===== src/rtl/logic_unit_seq_pkg.sv =====
// Shared op encodings and FSM state type for the sliced bitwise logic unit.
package logic_unit_seq_pkg;

  localparam logic [1:0] OP_AND = 2'b00;
  localparam logic [1:0] OP_OR  = 2'b01;
  localparam logic [1:0] OP_XOR = 2'b10;
  localparam logic [1:0] OP_NOR = 2'b11;

  typedef enum logic [1:0] {
    IDLE = 2'd0,
    BUSY = 2'd1,
    DONE = 2'd2
  } state_t;

endpackage


===== src/rtl/logic_unit_seq_if.sv =====
// Operand/result bundle: input valid/ready channel plus held result with output valid/ready.
interface logic_unit_seq_if #(
  parameter int WIDTH = 32
) ();

  logic             in_valid;
  logic             in_ready;
  logic [1:0]       op;
  logic [WIDTH-1:0] a;
  logic [WIDTH-1:0] b;
  logic             out_valid;
  logic             out_ready;
  logic [WIDTH-1:0] result;
  logic             zero;

  modport master (
    output in_valid, op, a, b, out_ready,
    input  in_ready, out_valid, result, zero
  );

  modport slave (
    input  in_valid, op, a, b, out_ready,
    output in_ready, out_valid, result, zero
  );

endinterface


===== src/rtl/logic_unit_seq_slice.sv =====
// Combinational AND/OR/XOR/NOR over one SLICE-bit chunk of the operands.
module logic_unit_seq_slice
  import logic_unit_seq_pkg::*;
#(
  parameter int SLICE = 8
) (
  input  logic [1:0]       op_i,
  input  logic [SLICE-1:0] a_i,
  input  logic [SLICE-1:0] b_i,
  output logic [SLICE-1:0] y_o
);

  always_comb begin
    y_o = '0;
    case (op_i)
      OP_AND:  y_o = a_i & b_i;
      OP_OR:   y_o = a_i | b_i;
      OP_XOR:  y_o = a_i ^ b_i;
      OP_NOR:  y_o = ~(a_i | b_i);
      default: y_o = '0;
    endcase
  end

endmodule


===== src/rtl/logic_unit_seq.sv =====
// Multi-cycle bitwise logic unit: captures operands, evaluates SLICE bits per cycle,
// then holds result and zero flag until the consumer takes them.
module logic_unit_seq
  import logic_unit_seq_pkg::*;
#(
  parameter int WIDTH = 32,
  parameter int SLICE = 8
) (
  input logic             clk,
  input logic             rst_n,
  logic_unit_seq_if.slave bus
);

  localparam int NSLICE = WIDTH / SLICE;
  localparam int CW     = (NSLICE > 1) ? $clog2(NSLICE) : 1;

  if (SLICE < 1 || (WIDTH % SLICE) != 0) begin : g_bad_slice
    $error("logic_unit_seq: SLICE must divide WIDTH");
  end

  state_t           state_q, state_d;
  logic [CW-1:0]    cnt_q, cnt_d;
  logic [WIDTH-1:0] a_q, b_q;
  logic [1:0]       op_q;
  logic [WIDTH-1:0] result_q, result_d;
  logic             zero_q, zero_d;
  logic             accept;
  logic             busy;
  logic             last_slice;

  logic [SLICE-1:0] a_sl [NSLICE];
  logic [SLICE-1:0] b_sl [NSLICE];
  logic [SLICE-1:0] y_sl;

  assign accept     = bus.in_valid && (state_q == IDLE);
  assign busy       = (state_q == BUSY);
  assign last_slice = (cnt_q == CW'(NSLICE - 1));

  // One shared slice evaluator; cnt selects which chunk feeds it and which chunk it writes.
  for (genvar gi = 0; gi < NSLICE; gi++) begin : g_slice
    assign a_sl[gi] = a_q[gi*SLICE +: SLICE];
    assign b_sl[gi] = b_q[gi*SLICE +: SLICE];
    assign result_d[gi*SLICE +: SLICE] =
      (busy && (cnt_q == CW'(gi))) ? y_sl : result_q[gi*SLICE +: SLICE];
  end

  logic_unit_seq_slice #(
    .SLICE (SLICE)
  ) u_slice (
    .op_i (op_q),
    .a_i  (a_sl[cnt_q]),
    .b_i  (b_sl[cnt_q]),
    .y_o  (y_sl)
  );

  always_comb begin
    state_d = state_q;
    cnt_d   = cnt_q;
    zero_d  = zero_q;
    case (state_q)
      IDLE: begin
        if (accept) begin
          state_d = BUSY;
          cnt_d   = '0;
        end
      end
      BUSY: begin
        if (last_slice) begin
          state_d = DONE;
          // result_d already carries the final slice written on this edge.
          zero_d  = (result_d == '0);
        end else begin
          cnt_d = cnt_q + CW'(1);
        end
      end
      DONE: begin
        if (bus.out_ready) begin
          state_d = IDLE;
        end
      end
      default: state_d = IDLE;
    endcase
  end

  always_ff @(posedge clk) begin
    if (!rst_n) begin
      state_q  <= IDLE;
      cnt_q    <= '0;
      result_q <= '0;
      zero_q   <= 1'b0;
    end else begin
      state_q  <= state_d;
      cnt_q    <= cnt_d;
      result_q <= result_d;
      zero_q   <= zero_d;
    end
  end

  always_ff @(posedge clk) begin
    if (accept) begin
      a_q  <= bus.a;
      b_q  <= bus.b;
      op_q <= bus.op;
    end
  end

  assign bus.in_ready  = (state_q == IDLE);
  assign bus.out_valid = (state_q == DONE);
  assign bus.result    = result_q;
  assign bus.zero      = zero_q;

endmodule


===== src/flat_wrapper.sv =====
// flat-port wrapper written by rule: the top's interface ports become plain ports
module logic_unit_seq_flat import logic_unit_seq_pkg::*;
#(
  parameter int WIDTH = 32,
  parameter int SLICE = 8
)
  (clk, rst_n, bus_in_valid, bus_op, bus_a, bus_b, bus_out_ready, bus_in_ready, bus_out_valid, bus_result, bus_zero);
  logic_unit_seq_if #(.WIDTH(WIDTH)) bus_i ();
  input logic clk;
  input logic rst_n;
  input wire logic [$bits(bus_i.in_valid)-1:0] bus_in_valid;
  input wire logic [$bits(bus_i.op)-1:0] bus_op;
  input wire logic [$bits(bus_i.a)-1:0] bus_a;
  input wire logic [$bits(bus_i.b)-1:0] bus_b;
  input wire logic [$bits(bus_i.out_ready)-1:0] bus_out_ready;
  output wire logic [$bits(bus_i.in_ready)-1:0] bus_in_ready;
  output wire logic [$bits(bus_i.out_valid)-1:0] bus_out_valid;
  output wire logic [$bits(bus_i.result)-1:0] bus_result;
  output wire logic [$bits(bus_i.zero)-1:0] bus_zero;
  assign bus_i.in_valid = bus_in_valid;
  assign bus_i.op = bus_op;
  assign bus_i.a = bus_a;
  assign bus_i.b = bus_b;
  assign bus_i.out_ready = bus_out_ready;
  assign bus_in_ready = bus_i.in_ready;
  assign bus_out_valid = bus_i.out_valid;
  assign bus_result = bus_i.result;
  assign bus_zero = bus_i.zero;
  logic_unit_seq #(.WIDTH(WIDTH), .SLICE(SLICE)) u_core (.clk(clk), .rst_n(rst_n), .bus(bus_i));
endmodule

===== config.mk =====
export PLATFORM = sky130hd
export DESIGN_NAME = logic_unit_seq_flat
export DESIGN_NICKNAME = d
export VERILOG_FILES = /design/src/rtl/logic_unit_seq_pkg.sv /design/src/rtl/logic_unit_seq_if.sv /design/src/rtl/logic_unit_seq_slice.sv /design/src/rtl/logic_unit_seq.sv /design/src/flat_wrapper.sv
export SDC_FILE = /design/constraint.sdc
export NUM_CORES = 1
export LEC_CHECK = 0
export ABC_AREA = 1
export CORE_UTILIZATION = 54
export DETAILED_ROUTE_END_ITERATION = 10
export GPL_TIMING_DRIVEN = 0
export PLACE_DENSITY_LB_ADDON = 0.12
export SYNTH_ARGS = -nofsm -noshare
export SYNTH_HDL_FRONTEND = slang
export SYNTH_SLANG_ARGS = --single-unit
export TNS_END_PERCENT = 1

===== constraint.sdc =====
create_clock -name clk -period 4.1 [get_ports clk]
set_clock_uncertainty 0.05 [all_clocks]
set_input_delay 0.82 -clock clk [delete_from_list [all_inputs] [get_ports clk]]
set_output_delay 0.82 -clock clk [all_outputs]
set_load 0.005 [all_outputs]

Word-level counts from Yosys, hierarchy flattened --
Index checks and enable logic that the tools add are counted.
Cells by class: $add $sub $neg 1, magnitude comparators 1, equal/unequal tests 12, mux-type cells 18, bitwise operators 5, reduce and logical (&&, ||, !) cells 13
Operators with widths (number):
- 2-to-1 mux 8 bit | 8
- binary-select mux 8 bit (select 2 bit) | 2
- zero test 32 bit | 1
- case mux 8 bit (4 select lines) | 1
- == test 2 bit (second input constant) | 5
- 2-to-1 mux 2 bit | 5
- AND 8 bit | 1
- inverter 8 bit | 1
- bitwise OR 8 bit | 1
- XOR 8 bit | 1
- == test 2 x 1 -> 1 bit (second input constant) | 3
- zero test 2 bit | 3
- inequality test 2 bit (second input constant) | 3
- case mux 2 bit (3 select lines) | 1
- AND reduction 3 bit | 2
- logical AND 1 bit | 5
- case mux 2 bit (2 select lines) | 1
- greater-or-equal comparator 3 bit (second input constant) | 1
- inverter 2 -> 3 bit | 1
- adder 2 x 1 -> 2 bit (second input constant) | 1
- inequality test 2 x 1 -> 1 bit (second input constant) | 1
- AND reduction 2 bit | 1
- nonzero test 2 bit | 1
Word-level totals: flip-flop bits (word level) 103, output and inout bits 35, word-level logic and storage cells 57

Depth between registers and ports, before layout --
Gate-level depths: netlist (run 1).
word-level depth 9, mapped depth 18

Modules after synthesis --
A second synthesis (run 1) with hierarchy kept.
Unflattened totals: cells, all modules 502, area total of the unflattened synthesis 4748.3 µm²
Modules (own cells, without submodules):
- logic_unit_seq | instances 1, cells each 416, area each 4187.8 µm²
- logic_unit_seq_slice | instances 1, cells each 86, area each 560.5 µm²

Worst setup path before layout (run 1) --
No wires, ideal clock.
path type input to register, from input bus_in_valid, to register u_core.cnt_q[0], setup time 0.139 ns, arrival time 2.673 ns, path slack 1.238 ns, stages on the path 5, buffers on the path 0, cell sequence nand2_1 > inv_1 > a21oi_1 > a21oi_1 > a211oi_1
On the way: longest elaborated chain between the ends 3
RTL lines:
- start: declaration | RTL line flat_wrapper.sv:11 | input wire logic [$bits(bus_i.in_valid)-1:0] bus_in_valid;
- logical AND 1 bit | RTL line logic_unit_seq.sv:35 | assign accept = bus.in_valid && (state_q == IDLE);
- via u_core.accept | RTL line logic_unit_seq.sv:27 | logic accept;
- inequality test 2 x 1 -> 1 bit (no source line)
- AND reduction 3 bit (no source line)
- end signal: assignment | RTL line logic_unit_seq.sv:93 | cnt_q <= cnt_d;
- end: declaration | RTL line logic_unit_seq.sv:22 | logic [CW-1:0] cnt_q, cnt_d;
The timed path passes the listed nets, and every way through them passes these cells. A chain may end at the register's enable or synchronous reset.

Worst setup path after layout (run 1) --
from register u_core.cnt_q[0], to register u_core.zero_q, in the netlist u_core.bus.zero
On the way: longest elaborated chain between the ends 9, elaborated cells between the ends (all ways) 26
RTL lines:
- inverter 2 -> 3 bit (implied by the code) | RTL line logic_unit_seq.sv:51, logic_unit_seq.sv:52
- binary-select mux 8 bit (select 2 bit) (on tied branches) | RTL line logic_unit_seq.sv:51, logic_unit_seq.sv:52
- 2-to-1 mux 8 bit (on tied branches) (2 in a row) | RTL line logic_unit_seq.sv:51, logic_unit_seq.sv:52
- bitwise OR 8 bit | RTL line logic_unit_seq_slice.sv:17, logic_unit_seq_slice.sv:19
- inverter 8 bit | RTL line logic_unit_seq_slice.sv:19 | OP_NOR: y_o = ~(a_i | b_i);
- case mux 8 bit (4 select lines) | RTL line logic_unit_seq_slice.sv:15 | case (op_i)
- 2-to-1 mux 8 bit | RTL line logic_unit_seq.sv:44 | (busy && (cnt_q == CW'(gi))) ? y_sl : result_q[gi*SLICE +: SLICE];
- zero test 32 bit | RTL line logic_unit_seq.sv:71 | zero_d = (result_d == '0);
- end signal: assignment | RTL line logic_unit_seq.sv:95 | zero_q <= zero_d;
- end: declaration | RTL line logic_unit_seq.sv:26 | logic zero_q, zero_d;
Parallel ways exist; a longest one is shown, timed or not. The select of a mux whose other input is x is not followed.

==> results.toml, run 1 <==
[floorplan]
die_x_um = 95.0
io_pins = 105
start_util_pct = 56.2
fp.dieH_um = 95.0
num_rows = 33
coreArea_sq_mm = 0.00830
dieArea_sq_mm = 0.00902

[cts]
post_cts_buffers = 0
clock_latency_ns = 0.37
cts_buffers = 9
clk_pin_slew_worst_paths_ns = 0.10
clock_sinks = 103
clockBufferDepth = 2
cts_hold_buf = 0
root_buffer = "clkbuf_8"
cts_max_level = 3
cts_tree = "built"
ctsResizeCount = 0

[worst_setup_path]
reg2regPathDepth = 18
crit_type = "reg2reg"
required_ns = 4.36
worstPathArrival_ns = 3.57
end_kind = "flop"
critPathMaxFanout = 10
crit_path_start_kind = "flop"

[timing]
relSlewSlack_pct = 59.9
setup_viol = 0
slew_violations = 0
setup_tns_ns = 0
tightest_slew_ns = 0.601
fin_worst_hold_slack_ns = 0.437
period_share_pct = 80.8
worst_slack_ns = 0.788
finalHoldViolCount = 0
rsz0062_at_grt = "no"
max_freq_ghz = 0.302
fin_crit_ns = 3.31

[worst_hold_path]
worstHoldPathCells = 2
hp-class = "reg2reg"

[routing]
detail-route-antenna-nets = 0
wl_met2_um = 5350
routed_wl_um = 10500
drc = 0
drt_iter0_drc = 142
vias = 3737
top_layer = "met4"
drt-wirelength-per-cell_um = 14.9
wl_met1_um = 4330
met3_length_um = 516
vias_per_cell = 5.30
first_pass_iters = 5

[cells_and_area]
area_growth_pct = 29.4
final_cells = 705
antennaDiodeCount = 0
layout_commonest_cell = "nand2_1"
nNetsFinal = 685
layout_common_cells = "nand2_1 (122), clkdlybuf4s50_1 (104), edfxtp_1 (66)"
stdcell_area_sq_mm = 0.00604
fin_util_pct = 72.7
drive_gt1_share_pct = 11.7

[power]
swShare_pct = 29.1
power_switching_mw = 0.667
p_seq_share_pct = 52.3
power_density_mw_per_mm2 = 380
leakagePower_nw = 2.50
clkPwrFrac_pct = 25.9
ir_drop_mv = 0.254
p_int_mw = 1.62
comb_power_share_pct = 21.8
p_total_mw = 2.29

[synth]
synth-warning-count = 0
syn_area_sq_mm = 0.00467
avgSynthCellArea_sq_um = 9.74
synth_cell_types = 26
syn_inst = 479
yosysSeqAreaShare_pct = 58.4
ys_seq_elements = 103
syn_nets = 569

[grt]
grt_pass1_vias = 3557
grt-ovfl-total = 0
grt.total_usage_pct = 25.3
grt_start_max_net_pins = 51
grt_pass1_wl_um = 16700
antenna_found_initial = 0

[status]
status = "finished, final reports clean"

[placed_design]
place_area_sq_mm = 0.00586
gp_congestion = 0.922
place_ws_ns = 0.817
dp_hpwl_um = 7950
place_inst = 689
io_buffers = 104

[job]
max_cap_viol_count = 0
==> state kept, by name, summed over array words and instances (netlist names) <==
| name | flops |
|---|---|
| u_core.b_q | 32 |
| u_core.a_q | 32 |
| u_core.bus.zero | 1 |
| u_core.state_q | 2 |
| u_core.op_q | 2 |
| u_core.bus.result | 32 |
| u_core.cnt_q | 2 |
==> cell type report <==
cell class                      instances  area, sq um
Sequential cell                       103         2720
Fill cell                             619         2260
Multi-Input combinational cell        325         1710
Timing Repair Buffer                  105         1060
Tap cell                              105          131
Clock buffer                            9          124
Inverter                               31          121
Buffer                                 20          115
Clock inverter                          7         53.8
==> critical path, stage by stage, from the launching register on <==
cell and delay, ns:
dfxtp_1 0.36, clkbuf_1 0.19, clkinv_1 0.21, clkbuf_1 0.44, nand2_1 0.13, a32oi_1 0.33
inv_1 0.09, ha_1 0.30, nand3_1 0.08, nand2_1 0.06, nor2_2 0.19, nand3_1 0.10
nand2_1 0.09, nand2_1 0.05, nor2_1 0.12, nand2_1 0.07, nor2_1 0.18, nand2_1 0.09
a21oi_2 0.11
==> layer usage <==
layer | GRT usage (%) | vias to the layer above
met2 | 43.5 | 137
met5 | 0 | -
met1 | 30.4 | 1745
met4 | 13.5 | 0
met3 | 4.11 | 23
li1 | - | 1832
==> cells by family (layout without fill, tap and decap cells) <==
| kind of cell | Yosys count | after routing | share of synthesized area, % |
|---|---|---|---|
| simple gates | 262 | 262 | 25.0 |
| flops | 103 | 103 | 58.4 |
| buf+inv | 51 | 172 | 5.07 |
| compound gates | 43 | 43 | 6.22 |
| fa+ha+maj | 20 | 20 | 5.36 |
==> final timing paths <==
path	from	to	slack, ns
max reg2reg	u_core.cnt_q[0]	u_core.bus.zero	0.79
max	u_core.cnt_q[0]	u_core.bus.zero	0.79
min reg2reg	u_core.bus.result[29]	u_core.bus.result[29]	0.44
min	u_core.bus.result[29]	u_core.bus.result[29]	0.44
==> synthesized netlist by cell type <==
library cell,instances,share of area [%]
nor2_1,50,4.0
or2_2,23,3.1
clkbuf_1,12,0.97
or2_0,5,0.67
inv_1,23,1.9
buf_6,5,1.2
a211oi_1,2,0.32
nand2_2,4,0.54
a32oi_1,16,3.0
dfxtp_1,37,16
ha_1,20,5.4
clkinv_1,3,0.24
inv_4,2,0.27
nand2_4,1,0.24
nand3_1,46,4.9
nor2_2,9,1.2
a21oi_1,22,2.4
nor2_4,2,0.48
o211ai_1,1,0.16
o21ai_2,1,0.19
nand2_1,122,9.8
buf_2,2,0.21
buf_1,1,0.080
edfxtp_1,66,42
a21oi_2,1,0.19
inv_2,3,0.24
==> power by group through the flow <==
stage	clock network [mW]	registers, mW	logic, mW
2_1_floorplan	0	1.22	0.300
3_3_place_gp	0	1.22	0.485
3_5_place_dp	0	1.22	0.499
4_1_cts	0.600	1.20	0.502
5_1_grt	0.635	1.20	0.563
6_report	0.593	1.20	0.500
Note: power is estimated with default switching activity, not from simulation.
==> run 2: changes to the inputs <==
--- a/config.mk
+++ b/config.mk
@@ -6,7 +6,7 @@
 export NUM_CORES = 1
 export LEC_CHECK = 0
 export ABC_AREA = 1
-export CORE_UTILIZATION = 54
+export CORE_UTILIZATION = 50
 export DETAILED_ROUTE_END_ITERATION = 10
 export GPL_TIMING_DRIVEN = 0
 export PLACE_DENSITY_LB_ADDON = 0.12
==> constraint.sdc (replaced) <==
create_clock -name clk -period 3.2 [get_ports clk]
set_clock_uncertainty 0.05 [all_clocks]
set_input_delay 0.64 -clock clk [delete_from_list [all_inputs] [get_ports clk]]
set_output_delay 0.64 -clock clk [all_outputs]
set_load 0.005 [all_outputs]
==> results.toml, run 2 (synthesized netlist as in run 1, its figures left out) <==
[cts]
root_buffer = "clkbuf_8"
cts_tree = "built"
cts_hold_buf = 0
clk_pin_slew_worst_paths_ns = 0.10
clockBufferDepth = 2
cts_buffers = 9
clock_latency_ns = 0.36
ctsResizeCount = 7
cts_max_level = 3
clock_sinks = 103
post_cts_buffers = 0

[timing]
fin_crit_ns = 2.97
slew_violations = 0
tightest_slew_ns = 0.506
worst_slack_ns = 0.227
fin_worst_hold_slack_ns = 0.440
rsz0062_at_grt = "no"
relSlewSlack_pct = 66.2
finalHoldViolCount = 0
period_share_pct = 92.9
max_freq_ghz = 0.336
setup_viol = 0

[grt]
grt_pass1_vias = 3540
grt.total_usage_pct = 23.3
antenna_found_initial = 0
grt-ovfl-total = 0
grt_pass1_wl_um = 17200
grt_start_max_net_pins = 50

[worst_setup_path]
critPathMaxFanout = 10
worstPathArrival_ns = 3.22
end_kind = "flop"
crit_type = "reg2reg"
crit_path_start_kind = "flop"
required_ns = 3.45
r2r_slack_ns = 0.23

[routing]
vias = 3735
drc = 0
first_pass_iters = 5
drt_iter0_drc = 212
detail-route-antenna-nets = 0
vias_per_cell = 5.28
drt-wirelength-per-cell_um = 15.3
routed_wl_um = 10800

[cells_and_area]
drive_gt1_share_pct = 13.4
fillers = 724
nNetsFinal = 685
layout_common_cells = "nand2_1 (122), clkdlybuf4s50_1 (104), edfxtp_1 (66)"
layout_commonest_cell = "nand2_1"
area_growth_pct = 30.7
antennaDiodeCount = 0
final_cells = 707

[floorplan]
io_pins = 105
start_util_pct = 52.5
dieArea_sq_mm = 0.00972
fp.dieH_um = 98.6
coreArea_sq_mm = 0.00889
die_x_um = 98.6
num_rows = 34

[power]
ir_drop_mv = 0.279
p_total_mw = 3.06
leakagePower_nw = 2.56
power_density_mw_per_mm2 = 502

[job]
max_cap_viol_count = 0

[placed_design]
place_ws_ns = -0.103
gp_congestion = 0.903
dp_hpwl_um = 8150
io_buffers = 104
place_inst = 692

[worst_hold_path]
hp-class = "reg2reg"

[status]
status = "finished, final reports clean"
[run 2: worst paths after layout]
check	start	to	cells after the start
max	u_core.cnt_q[0]	u_core.bus.zero	18
min	u_core.bus.zero	u_core.bus.zero	2
max reg2reg	u_core.cnt_q[0]	u_core.bus.zero	18
min reg2reg	u_core.bus.zero	u_core.bus.zero	2
[run 2: area by class of cell]
| type | count | area (sq um) | area share, % |
|---|---|---|---|
| Inverter | 31 | 123 | 2.01 |
| Clock inverter | 6 | 85.1 | 1.39 |
| Multi-Input combinational cell | 325 | 1710 | 28.1 |
| Buffer | 20 | 135 | 2.22 |
| Sequential cell | 103 | 2720 | 44.6 |
| Clock buffer | 9 | 124 | 2.03 |
| Timing Repair Buffer | 105 | 1060 | 17.4 |
| Tap cell | 108 | 135 | 2.22 |
[run 2: worst max-delay path: stages, from the launching register on]
cell	delay [ns]
dfxtp_1	0.35
clkbuf_2	0.18
clkinv_2	0.16
clkbuf_4	0.24
nand2_1	0.07
a32oi_1	0.27
inv_1	0.08
ha_1	0.29
nand3_1	0.08
nand2_1	0.08
nor2_4	0.15
nand3_1	0.14
nor2_1	0.12
nand2_1	0.07
nor2_1	0.10
nand2_1	0.08
nor2_1	0.20
nand2_1	0.09
a21oi_2	0.11
[run 2: per-stage QoR]
step / utilization, % / area [sq um] / TNS (ns)
6_report: 68.6 / 6100 / 0
5_1_grt: 68.6 / 6100 / 0
4_1_cts: 68.4 / 6080 / 0
3_5_place_dp: 65.9 / 5860 / -0.103
3_3_place_gp: 65.7 / 5840 / -10.0
2_1_floorplan: - / 4670 / 0
[run 2: layer usage]
| layer | routed length [um] | track usage (%) | share of wire, % |
|---|---|---|---|
| met5 | 0 | 0 | 0 |
| met3 | 509 | 3.48 | 4.7 |
| met2 | 5580 | 41.8 | 52 |
| met4 | 152 | 8.84 | 1.4 |
| met1 | 4550 | 28.5 | 42 |
[run 2: where the power goes]
group          total, mW  leakage (nW)  internal (mW)  switching, mW
sequential          1.53         0.933           1.51         0.0292
clock              0.880         0.105          0.436          0.444
combinational      0.649          1.52          0.291          0.358
total               3.06          2.56           2.23          0.831
==> run 3: changes to the inputs <==
--- a/config.mk
+++ b/config.mk
@@ -6,6 +6,7 @@
 export NUM_CORES = 1
 export LEC_CHECK = 0
 export ABC_AREA = 1
+export CORE_ASPECT_RATIO = 0.6
 export CORE_UTILIZATION = 50
 export DETAILED_ROUTE_END_ITERATION = 10
 export GPL_TIMING_DRIVEN = 0
==> results.toml, run 3 (synthesized netlist as in run 1, its figures left out) <==
[status]
status = "finished, final reports clean"

[worst_setup_path]
worstPathArrival_ns = 3.26
max_stage_delay_ns = 0.35
crit_family = "simple AND/OR/NAND/NOR gates"
worst_path_most_repeated_cell = "nand2_1"
r2r_slack_ns = 0.17
reg2regPathDepth = 18
path_buf_inv = 4
crit_slowest_cell = "a32oi_1"
critPathMaxFanout = 10
cp_cell_sequence = "clkbuf_2 -> clkinvlp_4 -> clkbuf_2 -> nand2_1 -> a32oi_1 -> inv_1 -> ha_1 -> nand3_1 -> nand2_1 -> nor2_2 -> nand3_1 -> nand2_1 -> nand2_1 -> nor2_2 -> nand2_1 -> nor2_2 -> nand2_1 -> a21oi_2"
crit_path_start_kind = "flop"
r2r-end = "u_core.bus.zero"
crit_type = "reg2reg"
end_kind = "flop"
reg2reg_from = "u_core.cnt_q[0]"
required_ns = 3.43

[timing]
worst_slack_ns = 0.173
tightest_slew_ns = 0.531
max_freq_ghz = 0.330
finalHoldViolCount = 0
period_share_pct = 94.6
setup_viol = 0
relSlewSlack_pct = 64.6
fin_crit_ns = 3.03
setup_tns_ns = 0
slew_violations = 0
fin_worst_hold_slack_ns = 0.430

[grt]
grt_pass1_wl_um = 18600
grt_pass1_vias = 3731
grt_start_max_net_pins = 50
grt-ovfl-total = 0
antenna_found_initial = 0
grt.total_usage_pct = 25.4

[floorplan]
fp.dieH_um = 76.8
die_x_um = 127
start_util_pct = 53.1
num_rows = 26
dieArea_sq_mm = 0.00973
io_pins = 105
coreArea_sq_mm = 0.00878

[power]
p_seq_share_pct = 47.2
ir_drop_mv = 0.296
p_int_mw = 2.34
leakagePower_nw = 2.58
swShare_pct = 28.3
power_density_mw_per_mm2 = 526
clkPwrFrac_pct = 32.0
comb_power_share_pct = 20.8
power_switching_mw = 0.921

[cells_and_area]
antennaDiodeCount = 0
fin_util_pct = 70.5
nNetsFinal = 686
layout_commonest_cell = "nand2_1"
drive_gt1_share_pct = 14.1
fillers = 684
layout_common_cells = "nand2_1 (122), clkdlybuf4s50_1 (104), edfxtp_1 (66)"
area_growth_pct = 32.7
final_cells = 713

[routing]
first_pass_iters = 5
vias_per_cell = 5.44
drt_iter0_drc = 409
routed_wl_um = 11700
drt-wirelength-per-cell_um = 16.4
detail-route-antenna-nets = 0
drc = 0
vias = 3876

[placed_design]
place_inst = 696
dp_hpwl_um = 8600
place_ws_ns = -0.0360
gp_congestion = 0.954
io_buffers = 104

[worst_hold_path]
hp-class = "reg2reg"
worstHoldPathCells = 2
worstHoldEndpoint = "u_core.bus.result[29]"
hold_start = "u_core.bus.result[29]"

[cts]
clock_latency_ns = 0.36
clock_sinks = 103
cts_max_level = 3
cts_buffers = 9
cts_tree = "built"
cts_hold_buf = 0
clk_pin_slew_worst_paths_ns = 0.07
clockBufferDepth = 2
root_buffer = "clkbuf_16"

[job]
max_cap_viol_count = 0
-- run 3: changes by cell type in the layout (fill, tap and decap cells not counted), sizes merged --
| cell | change |
|---|---|
| buf | +4 |
| clkinv | -1 |
| bufinv | -2 |
| inv | +1 |
| clkinvlp | +3 |
| clkbuf | -3 |
-- run 3: worst register-to-register path, stage by stage, from the launching register on --
cell	delay, ns
dfxtp_1	0.33
clkbuf_2	0.16
clkinvlp_4	0.11
clkbuf_2	0.25
nand2_1	0.09
a32oi_1	0.35
inv_1	0.09
ha_1	0.30
nand3_1	0.08
nand2_1	0.06
nor2_2	0.19
nand3_1	0.12
nand2_1	0.10
nand2_1	0.08
nor2_2	0.12
nand2_1	0.07
nor2_2	0.18
nand2_1	0.11
a21oi_2	0.12
-- run 3: metrics by stage --
stage | instance area, sq um | power [mW]
after floorplan | 4670 | 1.95
after global placement | 5850 | 2.20
after detailed placement | 5870 | 2.21
after CTS | 6150 | 3.25
after global routing | 6190 | 3.40
final | 6190 | 3.26
-- run 3: how the worst max path moves through the flow --
stage / startpoint / end / slack [ns] / depth (start not counted)
final: u_core.cnt_q[0] / u_core.bus.zero / 0.17 / 18
after global routing: u_core.cnt_q[0] / u_core.bus.zero / -0.003 / 18
after CTS: u_core.cnt_q[0] / u_core.bus.zero / 0.01 / 17
after detailed placement: u_core.cnt_q[0] / u_core.bus.zero / -0.04 / 18
after global placement: bus_in_valid / u_core.cnt_q[1] / -0.47 / 6
after floorplan: bus_in_valid / u_core.cnt_q[0] / 0.52 / 5
-- run 3: final cells by class --
class / instances / area, sq um / area share (%)
inverters: 31 / 125 / 2.02
multi-input cells: 325 / 1720 / 27.8
flip-flops and latches: 103 / 2720 / 44.0
plain buffers: 20 / 130 / 2.10
clock buffers: 9 / 225 / 3.64
repair buffers: 106 / 1070 / 17.3
clock inverters: 7 / 56.3 / 0.909
well taps: 112 / 140 / 2.26
-- run 3: power by group through the flow --
stage	logic (mW)	registers, mW	clock network [mW]
3_3_place_gp	0.629	1.57	0
2_1_floorplan	0.385	1.56	0
3_5_place_dp	0.648	1.57	0
6_report	0.679	1.54	1.04
4_1_cts	0.659	1.54	1.05
5_1_grt	0.748	1.55	1.10
-- run 3: what timing repair did --
action | in CTS | in global routing
gates resized for setup | 5 | 19
buffers inserted | 0 | 1
setup endpoints to repair | 1 | 1
hold endpoints to repair | 0 | 0
-- run 3: layer usage --
metal	global-route usage [%]	share of wire, %	up-vias
li1	-	-	1838
met1	35.2	47	1823
met2	39.0	43	200
met3	6.56	8.6	15
met4	8.45	1.3	0
met5	0	0	-
